### src/rtl/sar_pkg.sv
// Shared definitions for the successive-approximation search engine.
package sar_pkg;

  typedef enum logic [1:0] {
    REPOSO  = 2'd0,
    EVALUAR = 2'd1,
    FIN     = 2'd2
  } estado_t;

  localparam int unsigned N_DEF = 8;

endpackage

### src/rtl/buscador_sar.sv
// Successive-approximation search: drives a candidate into an external
// magnitude comparator and resolves objetivo MSB first from its flags.
module buscador_sar
  import sar_pkg::*;
#(
  parameter int unsigned N     = N_DEF,
  parameter int unsigned W_IDX = $clog2(N)
) (
  input  logic         clk,
  input  logic         reset_n,
  input  logic         inicio,
  input  logic         mayor,
  input  logic         igual,
  input  logic         menor,
  output logic [N-1:0] propuesta,
  output logic         ocupado,
  output logic         listo,
  output logic [N-1:0] resultado,
  output logic         error
);

  estado_t          estado;
  logic [W_IDX-1:0] idx;
  logic [N-1:0]     bit_idx;
  logic [N-1:0]     bit_sig;
  logic [N-1:0]     cand;
  logic             flags_ok;

  always_comb begin
    bit_idx  = {{(N-1){1'b0}}, 1'b1} << idx;
    bit_sig  = bit_idx >> 1;
    cand     = menor ? (propuesta & ~bit_idx) : propuesta;
    // exactly one of the three flags asserted
    flags_ok = (mayor ^ igual ^ menor) & ~(mayor & igual & menor);
  end

  always_ff @(posedge clk) begin
    if (!reset_n) begin
      estado    <= REPOSO;
      propuesta <= '0;
      resultado <= '0;
      ocupado   <= 1'b0;
      listo     <= 1'b0;
      error     <= 1'b0;
      idx       <= '0;
    end else begin
      unique case (estado)
        REPOSO: begin
          listo <= 1'b0;
          if (inicio) begin
            estado    <= EVALUAR;
            propuesta <= {1'b1, {(N-1){1'b0}}};
            idx       <= W_IDX'(N - 1);
            error     <= 1'b0;
            ocupado   <= 1'b1;
          end
        end
        EVALUAR: begin
          if (!flags_ok) begin
            estado    <= REPOSO;
            propuesta <= '0;
            error     <= 1'b1;
            ocupado   <= 1'b0;
          end else if (igual) begin
            estado    <= FIN;
            resultado <= propuesta;
            ocupado   <= 1'b0;
            listo     <= 1'b1;
          end else if (idx == '0) begin
            estado    <= FIN;
            resultado <= cand;
            ocupado   <= 1'b0;
            listo     <= 1'b1;
          end else begin
            idx       <= idx - 1'b1;
            propuesta <= cand | bit_sig;
          end
        end
        FIN: begin
          estado  <= REPOSO;
          listo   <= 1'b0;
          ocupado <= 1'b0;
        end
        default: begin
          estado  <= REPOSO;
          listo   <= 1'b0;
          ocupado <= 1'b0;
        end
      endcase
    end
  end

endmodule

### config.mk
export PLATFORM = sky130hd
export DESIGN_NAME = buscador_sar
export DESIGN_NICKNAME = d
export VERILOG_FILES = /design/src/rtl/sar_pkg.sv /design/src/rtl/buscador_sar.sv
export SDC_FILE = /design/constraint.sdc
export NUM_CORES = 1
export LEC_CHECK = 0
export CAP_MARGIN = 20
export CORE_MARGIN = 3
export CORE_UTILIZATION = 53
export DETAILED_ROUTE_END_ITERATION = 10
export GPL_TIMING_DRIVEN = 0
export MAX_ROUTING_LAYER = met4
export PLACE_DENSITY = 0.84
export SLEW_MARGIN = 30
export SYNTH_ARGS = -nofsm -noshare
export SYNTH_HDL_FRONTEND = slang
export SYNTH_SLANG_ARGS = --single-unit
### constraint.sdc
create_clock -name clk -period 4.75 [get_ports clk]
set_input_delay 0.7125 -clock clk [delete_from_list [all_inputs] [get_ports clk]]
set_output_delay 0.7125 -clock clk [all_outputs]
set_load 0.01 [all_outputs]
Word-level counts from Yosys, hierarchy flattened --
Index checks and enable logic that the tools add are counted.
Word-level totals: register bits 24, bits in latches 0, RAM bits 0, memory bits (read-only) 0, input port bits 6, output and inout bits 19, logic and storage cells 66, memories kept 0
Cells by class: $add $sub $neg 1, multipliers 0, div/mod/pow operators 0, $lt $le $gt $ge 0, equal/unequal tests 9, shift operators 1, muxes and demuxes 28, bitwise operators 9, reduce and logical (&&, ||, !) cells 11
Operators with widths (number):
- 8-bit two-way mux | 7
- 8-bit case mux with 2 select lines | 1
- 3-bit two-way mux | 4
- 2-bit != test, second input constant | 5
- 8-bit bitwise AND | 1
- 1-bit two-way mux | 8
- 2-bit two-way mux | 4
- 8-bit inverter | 1
- 8-bit by 7-bit OR with 8-bit output | 1
- 1-bit by 3-bit << shifter with 8-bit output, first input constant | 1
- 3-bit != test, second input constant | 2
- 3-bit case mux with 2 select lines | 1
- 2-bit AND reduction | 3
- 3-bit AND reduction | 2
- 5-bit AND reduction | 1
- 4-bit != test, second input constant | 1
- 1-bit case mux with 2 select lines | 2
- 2-bit case mux with 2 select lines | 1
- 4-bit AND reduction | 1
- 2-bit nonzero test | 2
- 1-bit bitwise AND | 3
- 3-bit zero test | 1
- 3-bit by 1-bit subtractor with 3-bit output, second input constant | 1
- 2-bit by 1-bit equality test with 1-bit output, second input constant | 1
- other kinds (3) | 4

Logic depth before layout (Yosys ltp) --
Gate-level depths: netlist of run 1.
word-level depth 9, gate-level depth with buffers 7, gate-level depth less buffers 6

Worst setup path before layout of run 1 --
OpenSTA, ideal clock, no wires.
kind input port to flip-flop, start input mayor, end register idx[2], library setup time 0.116 ns, data arrival time 1.954 ns, required time 4.634 ns, setup slack 2.680 ns, cell stages on the path 5, path buffers 0, cells stage by stage ha_1 -> nor2b_1 -> o2111a_2 -> a211o_1 -> and3_1
On the way: cells in the longest elaborated chain, start to end 6, elaborated cells between the ends (all ways) 8, classes of those cells 1 x eq/ne; 6 x bitwise; 1 x reduce/logical
Ends and longest elaborated chain:
- start, declared | line buscador_sar.sv:12 | input logic mayor,
- 1-bit bitwise AND (2 in series) | line buscador_sar.sv:34 | flags_ok = (mayor ^ igual ^ menor) & ~(mayor & igual & menor);
- 1-bit inverter | line buscador_sar.sv:34
- 1-bit bitwise AND (*) | line buscador_sar.sv:34
- 2-bit != test (no line) (*)
- 5-bit AND reduction (no line) (*)
- end signal, assigned | line buscador_sar.sv:53 | idx <= W_IDX'(N - 1);
- end signal, assigned | line buscador_sar.sv:75 | idx <= idx - 1'b1;
- end, declared | line buscador_sar.sv:23 | logic [W_IDX-1:0] idx;
Every way passes the cells marked *; elsewhere a longest branch is shown, timed or not. A chain may end at the register's enable or synchronous reset.

Worst setup path after layout of run 1 --
start input igual, end register propuesta[0]
On the way: cells in the longest elaborated chain, start to end 6, elaborated cells between the ends (all ways) 11, classes of those cells 2 x eq/ne; 2 x mux; 6 x bitwise; 1 x reduce/logical
Ends and longest elaborated chain:
- start, declared | line buscador_sar.sv:13 | input logic igual,
- 1-bit bitwise AND (2 in series) | line buscador_sar.sv:34
- 1-bit inverter | line buscador_sar.sv:34
- 1-bit bitwise AND | line buscador_sar.sv:34
- 3-bit != test (no line) / 8-bit two-way mux (equally long branches)
- 4-bit AND reduction (no line) / 8-bit case mux with 2 select lines (equally long branches)
- end signal, assigned | line buscador_sar.sv:52 | propuesta <= {1'b1, {(N-1){1'b0}}};
- end signal, assigned | line buscador_sar.sv:76 | propuesta <= cand | bit_sig;
- end, declared | line buscador_sar.sv:15 | output logic [N-1:0] propuesta,
Parallel ways exist; a longest one is shown, timed or not.

==> results of run 1 <==
## layer usage
metal,routed length [um],up-vias
met2,1363,30
li1,-,564
met1,1205,516
met4,36,0
met5,0,-
met3,113,5
## Yosys cell counts
cell / instances
sky130_fd_sc_hd__o2111a_2: 1
sky130_fd_sc_hd__a22oi_1: 1
sky130_fd_sc_hd__o21ai_1: 2
sky130_fd_sc_hd__a41oi_1: 1
sky130_fd_sc_hd__o221ai_1: 2
sky130_fd_sc_hd__ha_1: 6
sky130_fd_sc_hd__clkbuf_1: 4
sky130_fd_sc_hd__nor3b_1: 2
sky130_fd_sc_hd__nor2b_1: 8
sky130_fd_sc_hd__and3_1: 1
sky130_fd_sc_hd__nor3_1: 2
sky130_fd_sc_hd__nor2_1: 3
sky130_fd_sc_hd__nand3_1: 20
sky130_fd_sc_hd__nand2_1: 20
sky130_fd_sc_hd__nand2b_1: 2
sky130_fd_sc_hd__a311oi_1: 1
sky130_fd_sc_hd__o221ai_2: 1
sky130_fd_sc_hd__mux2i_1: 6
sky130_fd_sc_hd__buf_2: 1
sky130_fd_sc_hd__a211oi_1: 2
sky130_fd_sc_hd__a21oi_1: 1
sky130_fd_sc_hd__o211a_1: 1
sky130_fd_sc_hd__and3b_1: 1
sky130_fd_sc_hd__or2_2: 1
sky130_fd_sc_hd__nand2_2: 1
sky130_fd_sc_hd__nand4b_1: 1
sky130_fd_sc_hd__inv_1: 4
sky130_fd_sc_hd__or3b_2: 1
sky130_fd_sc_hd__a21boi_0: 5
sky130_fd_sc_hd__a21boi_1: 1
sky130_fd_sc_hd__a211o_1: 1
sky130_fd_sc_hd__dfxtp_1: 23
sky130_fd_sc_hd__a22o_1: 2
sky130_fd_sc_hd__o21ai_0: 10
sky130_fd_sc_hd__nor3b_4: 1
## worst max-delay path, delay by kind of cell
family | cells | cell delay (ps)
AOI/OAI and AO/OA | 1 | 250
muxes | 1 | 250
buffers and inverters | 1 | 530
adders and majority gates | 1 | 400
and+or+nand+nor | 2 | 610
## flip-flops by register name (all words and copies together) (netlist names)
name       cells
error          1
estado         2
idx            3
listo          1
propuesta      8
resultado      8
## cell usage in the layout (no fill, tap or decap), types with 2 or more instances in the layout
| cell | instances |
|---|---|
| sky130_fd_sc_hd__inv_1 | 4 |
| sky130_fd_sc_hd__ha_1 | 6 |
| sky130_fd_sc_hd__mux2i_1 | 6 |
| sky130_fd_sc_hd__o21ai_1 | 2 |
| sky130_fd_sc_hd__a21boi_0 | 5 |
| sky130_fd_sc_hd__dfxtp_1 | 23 |
| sky130_fd_sc_hd__clkbuf_4 | 3 |
| sky130_fd_sc_hd__nand3_1 | 20 |
| sky130_fd_sc_hd__nor2_1 | 3 |
| sky130_fd_sc_hd__nor3_1 | 2 |
| sky130_fd_sc_hd__o221ai_1 | 2 |
| sky130_fd_sc_hd__o21ai_0 | 10 |
| sky130_fd_sc_hd__nor3b_1 | 2 |
| sky130_fd_sc_hd__a22o_1 | 2 |
| sky130_fd_sc_hd__nor2b_1 | 8 |
| sky130_fd_sc_hd__nand2_1 | 20 |
| sky130_fd_sc_hd__clkdlybuf4s50_1 | 24 |
| sky130_fd_sc_hd__a211oi_1 | 2 |
| sky130_fd_sc_hd__nand2b_1 | 2 |
| sky130_fd_sc_hd__clkbuf_1 | 4 |
## cells by family (layout without fill, tap and decap cells)
family | count (synthesis) | in the layout
and+or+nand+nor | 64 | 64
AOI/OAI and AO/OA | 32 | 32
DFF | 23 | 23
buffers and inverters | 9 | 37
adders and majority gates | 6 | 6
muxes | 6 | 6
## where the power goes
part / total, mW / leakage [nW] / internal (mW) / switching [mW]
Combinational: 0.0724 / 0.342 / 0.0310 / 0.0414
Sequential: 0.204 / 0.187 / 0.198 / 0.00600
Clock: 0.0900 / 0.0177 / 0.0315 / 0.0585
## worst max-delay path by stage
stage / start / endpoint / slack (ps)
after detailed placement: igual / propuesta[0] / 1930
after global routing: igual / resultado[0] / 2130
final: igual / propuesta[0] / 2250
after floorplan: mayor / idx[2] / 2680
after global placement: igual / resultado[0] / 2010
after CTS: igual / propuesta[0] / 2270
## through the flow
stage	hold slack [ps]	instance area, um^2
finish	472.8	1501
global route	500.3	1501
CTS	477.9	1501
detailed placement	460.0	1474
global placement	445.6	1474
floorplan	479.2	1200
## layout make-up
cell class	count	area share, %
clock inverter	1	0.3333
timing repair buffer	24	16.00
tap	27	2.250
sequential	23	30.67
clock buffer	3	1.500
buffer	5	1.333
inverter	4	1.000
multi-input combinational	108	46.92
==> impl_table.tex, run 1 <==
\begin{tabular}{lr}
\hline
Metric & Value \\
\hline
\multicolumn{2}{l}{\textbf{Run status}} \\
Run status & finished clean \\
\multicolumn{2}{l}{\textbf{Synthesis}} \\
Xor and xnor fraction of the mapped netlist area & 0\% \\
Netlist area before placement & 0.001200 mm\^{}2 \\
Simple-gate portion of the synthesized area & 28.15\% \\
Compound-Gate Fraction of Synth Area & around a fifth \\
Average cell area after synthesis & roughly 8.6 um\^{}2 \\
Multiplexer share of the synthesized area & under 10\% \\
Fraction of post-synthesis cell area in the top cell type by area & a little under two fifths \\
Area leader, netlist & sky130\_fd\_sc\_hd\_\_dfxtp\_1 \\
Synthesized instance count & 140 \\
Most area-consuming cells after synthesis & sky130\_fd\_sc\_hd\_\_dfxtp\_1 38\%, sky130\_fd\_sc\_hd\_\_nand3\_1 8.3\%, sky130\_fd\_sc\_hd\_\_ha\_1 6.3\% \\
Sequential share of the synthesized area & 38.37\% \\
Arithmetic-cell share of the synthesized area counting full adders, half adders and majority gates & about 6.3\% \\
Cell variety after synth & 35 \\
Net count after synthesis & 152 \\
Synthesis Warnings & 0 \\
Flops \& latches, synth & 23 \\
Largest family of logic cells by synthesized area & simple AND/OR/NAND/NOR gates \\
\multicolumn{2}{l}{\textbf{Die}} \\
Number of top-level pins & 25 \\
Initial cell density of the core & between 50\% and 60\% \\
Core Box Area & 0.002042 mm\^{}2 \\
Height of the die & $\sim$54 um \\
Die X & between 50 and 60 um \\
Die Outline Area & about 0.0029 mm\^{}2 \\
Row count & 16 \\
\multicolumn{2}{l}{\textbf{Timing}} \\
Worst relative slew slack & between 50\% and 60\% \\
\# setup viols final & 0 \\
Smallest setup slack after layout & between 2000 and 2500 ps \\
Fin. Hold Viols & 0 \\
Highest Clock Rate & roughly 0.4 GHz \\
Period Utilization, post-route & about 53\% \\
Unrepaired setup endpoints after global routing & false \\
Least-Margin Pin Slew & roughly 680 ps \\
Total Negative Setup Slacks & 0 ps \\
Minimum clock period & between 2000 and 3000 ps \\
Final clock skew & around 1.1 ps \\
Max Transition Viols Final & 0 \\
\multicolumn{2}{l}{\textbf{Routing}} \\
Per-cell via count in the routed design & 5.718 \\
Post-detailed-route wirelength per cell & between 10 and 15 um \\
Violation count after the first detailed-routing iteration & 21 \\
Count of antenna-violating nets left after detailed routing & 0 \\
DRC viols & 0 \\
Detailed-routing iteration count for the pre-antenna-repair pass & 4 \\
Detailed-route wire length & between 2 and 3 mm \\
Overall via count from detail\_route & 1115 \\
\multicolumn{2}{l}{\textbf{Setup path}} \\
Critical path endpoint category & flop \\
Slowest cell on the critical path & sky130\_fd\_sc\_hd\_\_clkdlybuf4s50\_1 \\
Type of origin of the critical path & primary input \\
Number of cells on the worst reg-to-reg path & 7 \\
Arrival time at the worst endpoint & 2740 ps \\
Reg-to-reg endpoint & resultado[0] \\
Largest fanout of any net on the critical path & 6 \\
R2R Path Start & idx[0] \\
Worst path cell trace & clkdlybuf4s50\_1 -> ha\_1 -> nor2b\_1 -> o221ai\_1 -> nand2\_2 -> mux2i\_1 \\
Crit path largest cell delay & around 530 ps \\
Type of the worst setup path & primary input to flop \\
Crit path required time & between 4000 and 5000 ps \\
Worst reg-to-reg setup slack & 2840 ps \\
\multicolumn{2}{l}{\textbf{CTS}} \\
Maximum level of the CTS H-tree & 1 \\
Postcts setup bufs & 0 \\
CTS Buf Count & 3 \\
Hold-fix buffers at CTS & 0 \\
Clock latency at the later pin of the worst-skew pair & between 300 and 400 ps \\
Clock root buffer master & sky130\_fd\_sc\_hd\_\_clkbuf\_4 \\
Clock transition time at the flip-flop clock pins of the worst setup and hold paths & between 100 and 150 ps \\
Clock Sink Count & 23 \\
CTS max path bufs & 2 \\
Post-cts sizing count & 0 \\
CTS tree & built \\
\multicolumn{2}{l}{\textbf{Pwr}} \\
Leakage power of the design & 0.5468 nW \\
Max IR drop VDD & 0.0001899 V \\
Design Power & between 300 and 400 uW \\
P per Cell Area & approximately 240 mW/mm\^{}2 \\
\multicolumn{2}{l}{\textbf{Hold path}} \\
Source of the worst hold timing path & resultado[6] \\
Hold crit path type & flop to flop \\
Destination of the worst hold path & resultado[6] \\
Hold Path Cell Cnt & 2 \\
\multicolumn{2}{l}{\textbf{Global route}} \\
Busiest grt layer & met2 \\
Pin count of the biggest net entering global routing & 14 \\
Met1 usage & between 20\% and 30\% \\
Overall track demand over capacity in global routing & about a quarter \\
M2 GR Usage & $\sim$39\% \\
Wire length of the first global-routing pass & between 4 and 5 mm \\
Gr ovfl total & 0 \\
Number of global-route vias before repair & between 1000 and 1500 \\
Met3 GRT Util & 2.493\% \\
Initial antenna violation count & 0 \\
\multicolumn{2}{l}{\textbf{Cells and area}} \\
Area growth from synthesis to layout & 25.13\% \\
Fillcell total & 166 \\
Footprint of the multi-input gates & roughly 700 um\^{}2 \\
Final-stage net count & approximately 180 \\
Combined flip-flop and latch cell area & roughly 460 um\^{}2 \\
Post-route core utilization & 73.53\% \\
N\_diodes & 0 \\
Share of post-route cells with drive strength above 1 & 6.548\% \\
Final cell count without fillers & about 200 \\
\multicolumn{2}{l}{\textbf{Placed design}} \\
Port-buffer cells & 24 \\
DP Cell Count & roughly 190 \\
Worst slack at placement & about 1900 ps \\
Sum of net half-perimeters after detailed placement & approximately 2.1 mm \\
GPL Wtd Cong & 0.8348 \\
\multicolumn{2}{l}{\textbf{Run}} \\
Max Cap Violations & 0 \\
\hline
\end{tabular}
(Power assumes the default switching activity.)
==> run 2: changes to the inputs <==
- CORE_UTILIZATION: 53 -> 50
- PLACE_DENSITY: 0.84 -> 0.8
- clock period: 4.75 -> 2.55 ns (I/O delays scaled with it)
==> impl_table.tex, run 2 (same netlist as run 1, synthesis figures left out) <==
\begin{tabular}{lr}
\hline
Metric & Value \\
\hline
\multicolumn{2}{l}{\textbf{CTS}} \\
Postcts setup bufs & 0 (unchanged) \\
Post-cts sizing count & 0 (unchanged) \\
CTS Buf Count & 3 (unchanged) \\
Clock root buffer master & sky130\_fd\_sc\_hd\_\_clkbuf\_4 (unchanged) \\
Clock Sink Count & 23 (unchanged) \\
Clock latency at the later pin of the worst-skew pair & 310 ps (about the same) \\
Clock transition time at the flip-flop clock pins of the worst setup and hold paths & 110 ps (was 120 ps) \\
Hold-fix buffers at CTS & 0 (unchanged) \\
CTS max path bufs & 2 (unchanged) \\
CTS tree & built (unchanged) \\
Maximum level of the CTS H-tree & 1 (unchanged) \\
\multicolumn{2}{l}{\textbf{Routing}} \\
Overall via count from detail\_route & 1144 (was 1115) \\
DRC viols & 0 (unchanged) \\
Detailed-routing iteration count for the pre-antenna-repair pass & 4 (unchanged) \\
Violation count after the first detailed-routing iteration & 26 (was 21) \\
Count of antenna-violating nets left after detailed routing & 0 (unchanged) \\
Per-cell via count in the routed design & 5.837 (was 5.718) \\
Detailed-route wire length & 2.835 mm (was 2.718 mm) \\
Post-detailed-route wirelength per cell & 14.46 um (was 13.94 um) \\
\multicolumn{2}{l}{\textbf{Cells and area}} \\
Leading registers by flop count & propuesta: 8 flops, resultado: 8 flops, idx: 3 flops (unchanged) \\
N\_diodes & 0 (unchanged) \\
Most common library cell in the layout ignoring fill and taps & sky130\_fd\_sc\_hd\_\_clkdlybuf4s50\_1 (unchanged) \\
Area growth from synthesis to layout & 25.13\% (unchanged) \\
Share of post-route cells with drive strength above 1 & 5.952\% (was 6.548\%) \\
Most frequent cells in the layout & 24 x sky130\_fd\_sc\_hd\_\_clkdlybuf4s50\_1, 23 x sky130\_fd\_sc\_hd\_\_dfxtp\_1, 20 x sky130\_fd\_sc\_hd\_\_nand2\_1, 20 x sky130\_fd\_sc\_hd\_\_nand3\_1, 10 x sky130\_fd\_sc\_hd\_\_o21ai\_0 (unchanged) \\
Final cell count without fillers & 196 (was 195) \\
Fillcell total & 196 (was 166) \\
Final-stage net count & 181 (unchanged) \\
Post-route cell area & 0.001501 mm\^{}2 (unchanged) \\
\multicolumn{2}{l}{\textbf{Die}} \\
Row count & 17 (was 16) \\
Die X & 54.99 um (was 53.58 um) \\
Die Outline Area & 0.003023 mm\^{}2 (was 0.002871 mm\^{}2) \\
Number of top-level pins & 25 (unchanged) \\
Initial cell density of the core & 53.22\% (was 58.76\%) \\
Height of the die & 54.99 um (was 53.58 um) \\
Core Box Area & 0.002255 mm\^{}2 (was 0.002042 mm\^{}2) \\
\multicolumn{2}{l}{\textbf{Setup path}} \\
Crit path largest cell delay & 540 ps (was 530 ps) \\
Crit path required time & 2790 ps (was 4990 ps) \\
Type of the worst setup path & primary input to flop (unchanged) \\
Arrival time at the worst endpoint & 2430 ps (was 2740 ps) \\
Worst path cell trace & clkdlybuf4s50\_1 -> ha\_1 -> nor2b\_1 -> o221ai\_1 -> nand2\_2 -> mux2i\_1 (unchanged) \\
Critical path endpoint category & flop (unchanged) \\
Largest fanout of any net on the critical path & 6 (unchanged) \\
Slowest cell on the critical path & sky130\_fd\_sc\_hd\_\_clkdlybuf4s50\_1 (unchanged) \\
Largest delay share family, worst path & simple AND/OR/NAND/NOR gates (unchanged) \\
Type of origin of the critical path & primary input (unchanged) \\
Buffers plus inverters on the worst setup path & 1 (unchanged) \\
\multicolumn{2}{l}{\textbf{Placed design}} \\
Sum of net half-perimeters after detailed placement & 2.158 mm (was 2.090 mm) \\
Worst slack at placement & 89.76 ps (was 1930 ps) \\
DP Cell Count & 192 (was 191) \\
Port-buffer cells & 24 (unchanged) \\
GPL Wtd Cong & 0.8434 (was 0.8348) \\
Dpl cell area & 0.001475 mm\^{}2 (was 0.001474 mm\^{}2) \\
\multicolumn{2}{l}{\textbf{Timing}} \\
Minimum clock period & roughly 2200 ps \\
Least-Margin Pin Slew & 676.3 ps (was 678.9 ps) \\
Fin. Hold Viols & 0 (unchanged) \\
\# setup viols final & 0 (unchanged) \\
Worst relative slew slack & 54.81\% (was 54.64\%) \\
Max Transition Viols Final & 0 (unchanged) \\
Final clock skew & 8.150 ps (was 1.118 ps) \\
Highest Clock Rate & between 0.4 and 0.5 GHz \\
Smallest setup slack after layout & 363.8 ps (was 2247 ps) \\
Period Utilization, post-route & between 80\% and 90\% \\
Total Negative Setup Slacks & 0 ps (unchanged) \\
Unrepaired setup endpoints after global routing & false (unchanged) \\
\multicolumn{2}{l}{\textbf{Pwr}} \\
Leakage power of the design & 0.5441 nW (was 0.5468 nW) \\
P per Cell Area & 454.5 mW/mm\^{}2 (was 244.3 mW/mm\^{}2) \\
Design Power & 682.4 uW (was 366.9 uW) \\
Max IR drop VDD & 0.0003372 V (was 0.0001899 V) \\
\multicolumn{2}{l}{\textbf{Global route}} \\
Number of global-route vias before repair & 1010 (was 1105) \\
Overall track demand over capacity in global routing & 21.56\% (was 23.35\%) \\
Wire length of the first global-routing pass & 4.560 mm (was 4.892 mm) \\
Pin count of the biggest net entering global routing & 13 (was 14) \\
Gr ovfl total & 0 (unchanged) \\
Initial antenna violation count & 0 (unchanged) \\
\multicolumn{2}{l}{\textbf{Run status}} \\
Run status & finished clean (unchanged) \\
\multicolumn{2}{l}{\textbf{Run}} \\
Max Cap Violations & 0 (unchanged) \\
\multicolumn{2}{l}{\textbf{Hold path}} \\
Hold crit path type & flop to flop (unchanged) \\
\hline
\end{tabular}
-- run 2: through the flow --
stage          util, %  hold WS, ps
5_1_grt          66.59        500.4
6_report         66.59        473.7
4_1_cts          66.59        475.2
3_5_place_dp     65.43        458.8
2_1_floorplan        -        479.2
3_3_place_gp     65.43        444.7
-- run 2: cell type report --
class / count / area, um^2 / share of cell area [%]
Tap cell: 28 / 35.03 / 2.333
Buffer: 5 / 20.02 / 1.333
Inverter: 4 / 15.01 / 1.000
Multi-Input combinational cell: 108 / 704.4 / 46.92
Clock buffer: 4 / 26.28 / 1.750
Timing Repair Buffer: 24 / 240.2 / 16.00
Sequential cell: 23 / 460.4 / 30.67
-- run 2: path summary, 6_finish.rpt --
check,from,end,slack [ps],cells past startpoint
worst max register to register,idx[0],resultado[0],650,7
worst max-delay path,igual,propuesta[2],360,6
worst min register to register,resultado[5],resultado[5],470,2
worst min-delay path,resultado[5],resultado[5],470,2
-- run 2: power by group --
group | total, mW | internal (mW) | switching, mW
logic | 0.136 | 0.0575 | 0.0783
registers | 0.381 | 0.370 | 0.0112
clock network | 0.166 | 0.0612 | 0.105
total | 0.682 | 0.488 | 0.194
-- run 2: worst min-delay path, cell delays in order, from the launching register on --
cell	delay [ps]
sky130_fd_sc_hd__dfxtp_1	330
sky130_fd_sc_hd__nand3_1	60
sky130_fd_sc_hd__o21ai_1	50
-- run 2: per-layer routing --
| layer | global-route usage (%) | up-vias | wire length (um) |
|---|---|---|---|
| met3 | 3.217 | 5 | 162 |
| met2 | 36.02 | 36 | 1373 |
| met1 | 25.81 | 542 | 1257 |
| met4 | 8.907 | 0 | 41 |
| li1 | - | 561 | - |
| met5 | - | - | 0 |
==> run 3: changes to the inputs <==
- CORE_MARGIN: 3 -> default
==> impl_table.tex, run 3 (same netlist as run 1, synthesis figures left out) <==
\begin{tabular}{lr}
\hline
Metric & Value \\
\hline
\multicolumn{2}{l}{\textbf{Cells and area}} \\
Fillcell total & 204 (was 196) \\
Post-route cell area & 0.001503 mm\^{}2 (was 0.001501 mm\^{}2) \\
Combined flip-flop and latch cell area & 460.4 um\^{}2 (unchanged) \\
Leading registers by flop count & propuesta: 8 flops, resultado: 8 flops, idx: 3 flops (unchanged) \\
Final cell count without fillers & 196 (unchanged) \\
Share of post-route cells with drive strength above 1 & 6.548\% (was 5.952\%) \\
Most frequent cells in the layout & 24 x sky130\_fd\_sc\_hd\_\_clkdlybuf4s50\_1, 23 x sky130\_fd\_sc\_hd\_\_dfxtp\_1, 20 x sky130\_fd\_sc\_hd\_\_nand2\_1, 20 x sky130\_fd\_sc\_hd\_\_nand3\_1, 10 x sky130\_fd\_sc\_hd\_\_o21ai\_0 (unchanged) \\
Most common library cell in the layout ignoring fill and taps & sky130\_fd\_sc\_hd\_\_clkdlybuf4s50\_1 (unchanged) \\
Post-route core utilization & 67.28\% (was 66.59\%) \\
N\_diodes & 0 (unchanged) \\
Area growth from synthesis to layout & 25.23\% (was 25.13\%) \\
Footprint of the multi-input gates & 704.4 um\^{}2 (unchanged) \\
Final-stage net count & 181 (unchanged) \\
\multicolumn{2}{l}{\textbf{Die}} \\
Die X & 50.99 um (was 54.99 um) \\
Core Box Area & 0.002233 mm\^{}2 (was 0.002255 mm\^{}2) \\
Row count & 17 (unchanged) \\
Initial cell density of the core & 53.73\% (was 53.22\%) \\
Height of the die & 50.99 um (was 54.99 um) \\
Number of top-level pins & 25 (unchanged) \\
Die Outline Area & 0.002599 mm\^{}2 (was 0.003023 mm\^{}2) \\
\multicolumn{2}{l}{\textbf{Placed design}} \\
Dpl cell area & 0.001475 mm\^{}2 (unchanged) \\
DP Cell Count & 192 (unchanged) \\
Sum of net half-perimeters after detailed placement & 2.074 mm (was 2.158 mm) \\
GPL Wtd Cong & 0.8196 (was 0.8434) \\
Worst slack at placement & 108.9 ps (was 89.76 ps) \\
Port-buffer cells & 24 (unchanged) \\
\multicolumn{2}{l}{\textbf{Hold path}} \\
Hold Path Cell Cnt & 2 (unchanged) \\
Destination of the worst hold path & listo (was resultado[5]) \\
Source of the worst hold timing path & listo (was resultado[5]) \\
Hold crit path type & flop to flop (unchanged) \\
\multicolumn{2}{l}{\textbf{CTS}} \\
CTS max path bufs & 2 (unchanged) \\
Clock root buffer master & sky130\_fd\_sc\_hd\_\_clkbuf\_4 (unchanged) \\
Clock latency at the later pin of the worst-skew pair & 330 ps (was 310 ps) \\
CTS Buf Count & 3 (unchanged) \\
Hold-fix buffers at CTS & 0 (unchanged) \\
Clock transition time at the flip-flop clock pins of the worst setup and hold paths & 140 ps (was 110 ps) \\
Postcts setup bufs & 0 (unchanged) \\
Maximum level of the CTS H-tree & 1 (unchanged) \\
Clock Sink Count & 23 (unchanged) \\
Post-cts sizing count & 0 (unchanged) \\
CTS tree & built (unchanged) \\
\multicolumn{2}{l}{\textbf{Timing}} \\
Minimum clock period & 2122 ps (was 2186 ps) \\
Fin. Hold Viols & 0 (unchanged) \\
Total Negative Setup Slacks & 0 ps (unchanged) \\
Max Transition Viols Final & 0 (unchanged) \\
Highest Clock Rate & 0.4713 GHz (was 0.4574 GHz) \\
Period Utilization, post-route & 83.21\% (was 85.73\%) \\
Worst relative slew slack & 53.87\% (was 54.81\%) \\
\# setup viols final & 0 (unchanged) \\
Worst Hold Margin & 466.4 ps (was 473.7 ps) \\
Least-Margin Pin Slew & 690.5 ps (was 676.3 ps) \\
Smallest setup slack after layout & 428.1 ps (was 363.8 ps) \\
Unrepaired setup endpoints after global routing & false (unchanged) \\
Final clock skew & 1.746 ps (was 8.150 ps) \\
\multicolumn{2}{l}{\textbf{Global route}} \\
Number of global-route vias before repair & 1060 (was 1010) \\
Overall track demand over capacity in global routing & 24.47\% (was 21.56\%) \\
Pin count of the biggest net entering global routing & 14 (was 13) \\
Initial antenna violation count & 0 (unchanged) \\
Wire length of the first global-routing pass & 4.692 mm (was 4.560 mm) \\
Gr ovfl total & 0 (unchanged) \\
\multicolumn{2}{l}{\textbf{Pwr}} \\
Max IR drop VDD & 0.0003837 V (was 0.0003372 V) \\
Leakage power of the design & 0.5468 nW (was 0.5441 nW) \\
Design Power & 700.1 uW (was 682.4 uW) \\
P per Cell Area & 465.9 mW/mm\^{}2 (was 454.5 mW/mm\^{}2) \\
\multicolumn{2}{l}{\textbf{Setup path}} \\
Number of cells on the worst reg-to-reg path & 6 (was 7) \\
Worst reg-to-reg setup slack & 650 ps (about the same) \\
Largest fanout of any net on the critical path & 6 (unchanged) \\
R2R Path Start & idx[0] (unchanged) \\
Type of origin of the critical path & primary input (unchanged) \\
Reg-to-reg endpoint & resultado[2] (was resultado[0]) \\
Type of the worst setup path & primary input to flop (unchanged) \\
Arrival time at the worst endpoint & 2390 ps (was 2430 ps) \\
Critical path endpoint category & flop (unchanged) \\
Crit path required time & 2820 ps (was 2790 ps) \\
\multicolumn{2}{l}{\textbf{Routing}} \\
Violation count after the first detailed-routing iteration & 33 (was 26) \\
Detailed-route wire length & 2.779 mm (was 2.835 mm) \\
Detailed-routing iteration count for the pre-antenna-repair pass & 4 (unchanged) \\
Overall via count from detail\_route & 1157 (was 1144) \\
Post-detailed-route wirelength per cell & 14.18 um (was 14.46 um) \\
Count of antenna-violating nets left after detailed routing & 0 (unchanged) \\
DRC viols & 0 (unchanged) \\
Per-cell via count in the routed design & 5.903 (was 5.837) \\
\multicolumn{2}{l}{\textbf{Run}} \\
Max Cap Violations & 0 (unchanged) \\
\multicolumn{2}{l}{\textbf{Run status}} \\
Run status & finished clean (unchanged) \\
\hline
\end{tabular}
[run 3: cell type report]
class | instances | area share (%)
tap | 28 | 2.331
clock buffer | 3 | 1.499
inverter | 4 | 0.9992
sequential | 23 | 30.64
clock inverter | 1 | 0.3331
buffer | 5 | 1.332
multi-input combinational | 108 | 46.88
timing repair buffer | 24 | 15.99
[run 3: worst max path at each step]
stage / from / end / slack (ps) / depth (start not counted)
after floorplan: mayor / idx[2] / 810 / 5
after global placement: igual / resultado[0] / 130 / 7
after detailed placement: igual / resultado[0] / 110 / 7
after CTS: igual / propuesta[6] / 460 / 6
after global routing: igual / resultado[7] / 300 / 6
final: igual / propuesta[6] / 430 / 6
[run 3: where the power goes]
group	leakage, nW	internal [mW]	total [mW]	switching [mW]
Sequential	0.187	0.370	0.381	0.0110
Clock	0.0177	0.0590	0.183	0.124
Combinational	0.342	0.0579	0.137	0.0787
Total	0.547	0.487	0.700	0.213
[run 3: worst max-delay path, cell delays in order]
cell                              delay [ps]
sky130_fd_sc_hd__clkdlybuf4s50_1         530
sky130_fd_sc_hd__ha_1                    400
sky130_fd_sc_hd__nor2b_1                 380
sky130_fd_sc_hd__o221ai_1                250
sky130_fd_sc_hd__nand2_2                 230
sky130_fd_sc_hd__mux2i_1                 210
[run 3: layer usage]
layer / GRT usage [%] / vias to the layer above / wire (um)
met4: 8.333 / 0 / 44
li1: - / 563 / -
met3: 2.679 / 5 / 104
met5: - / - / 0
met1: 30.64 / 558 / 1300
met2: 40.79 / 31 / 1329
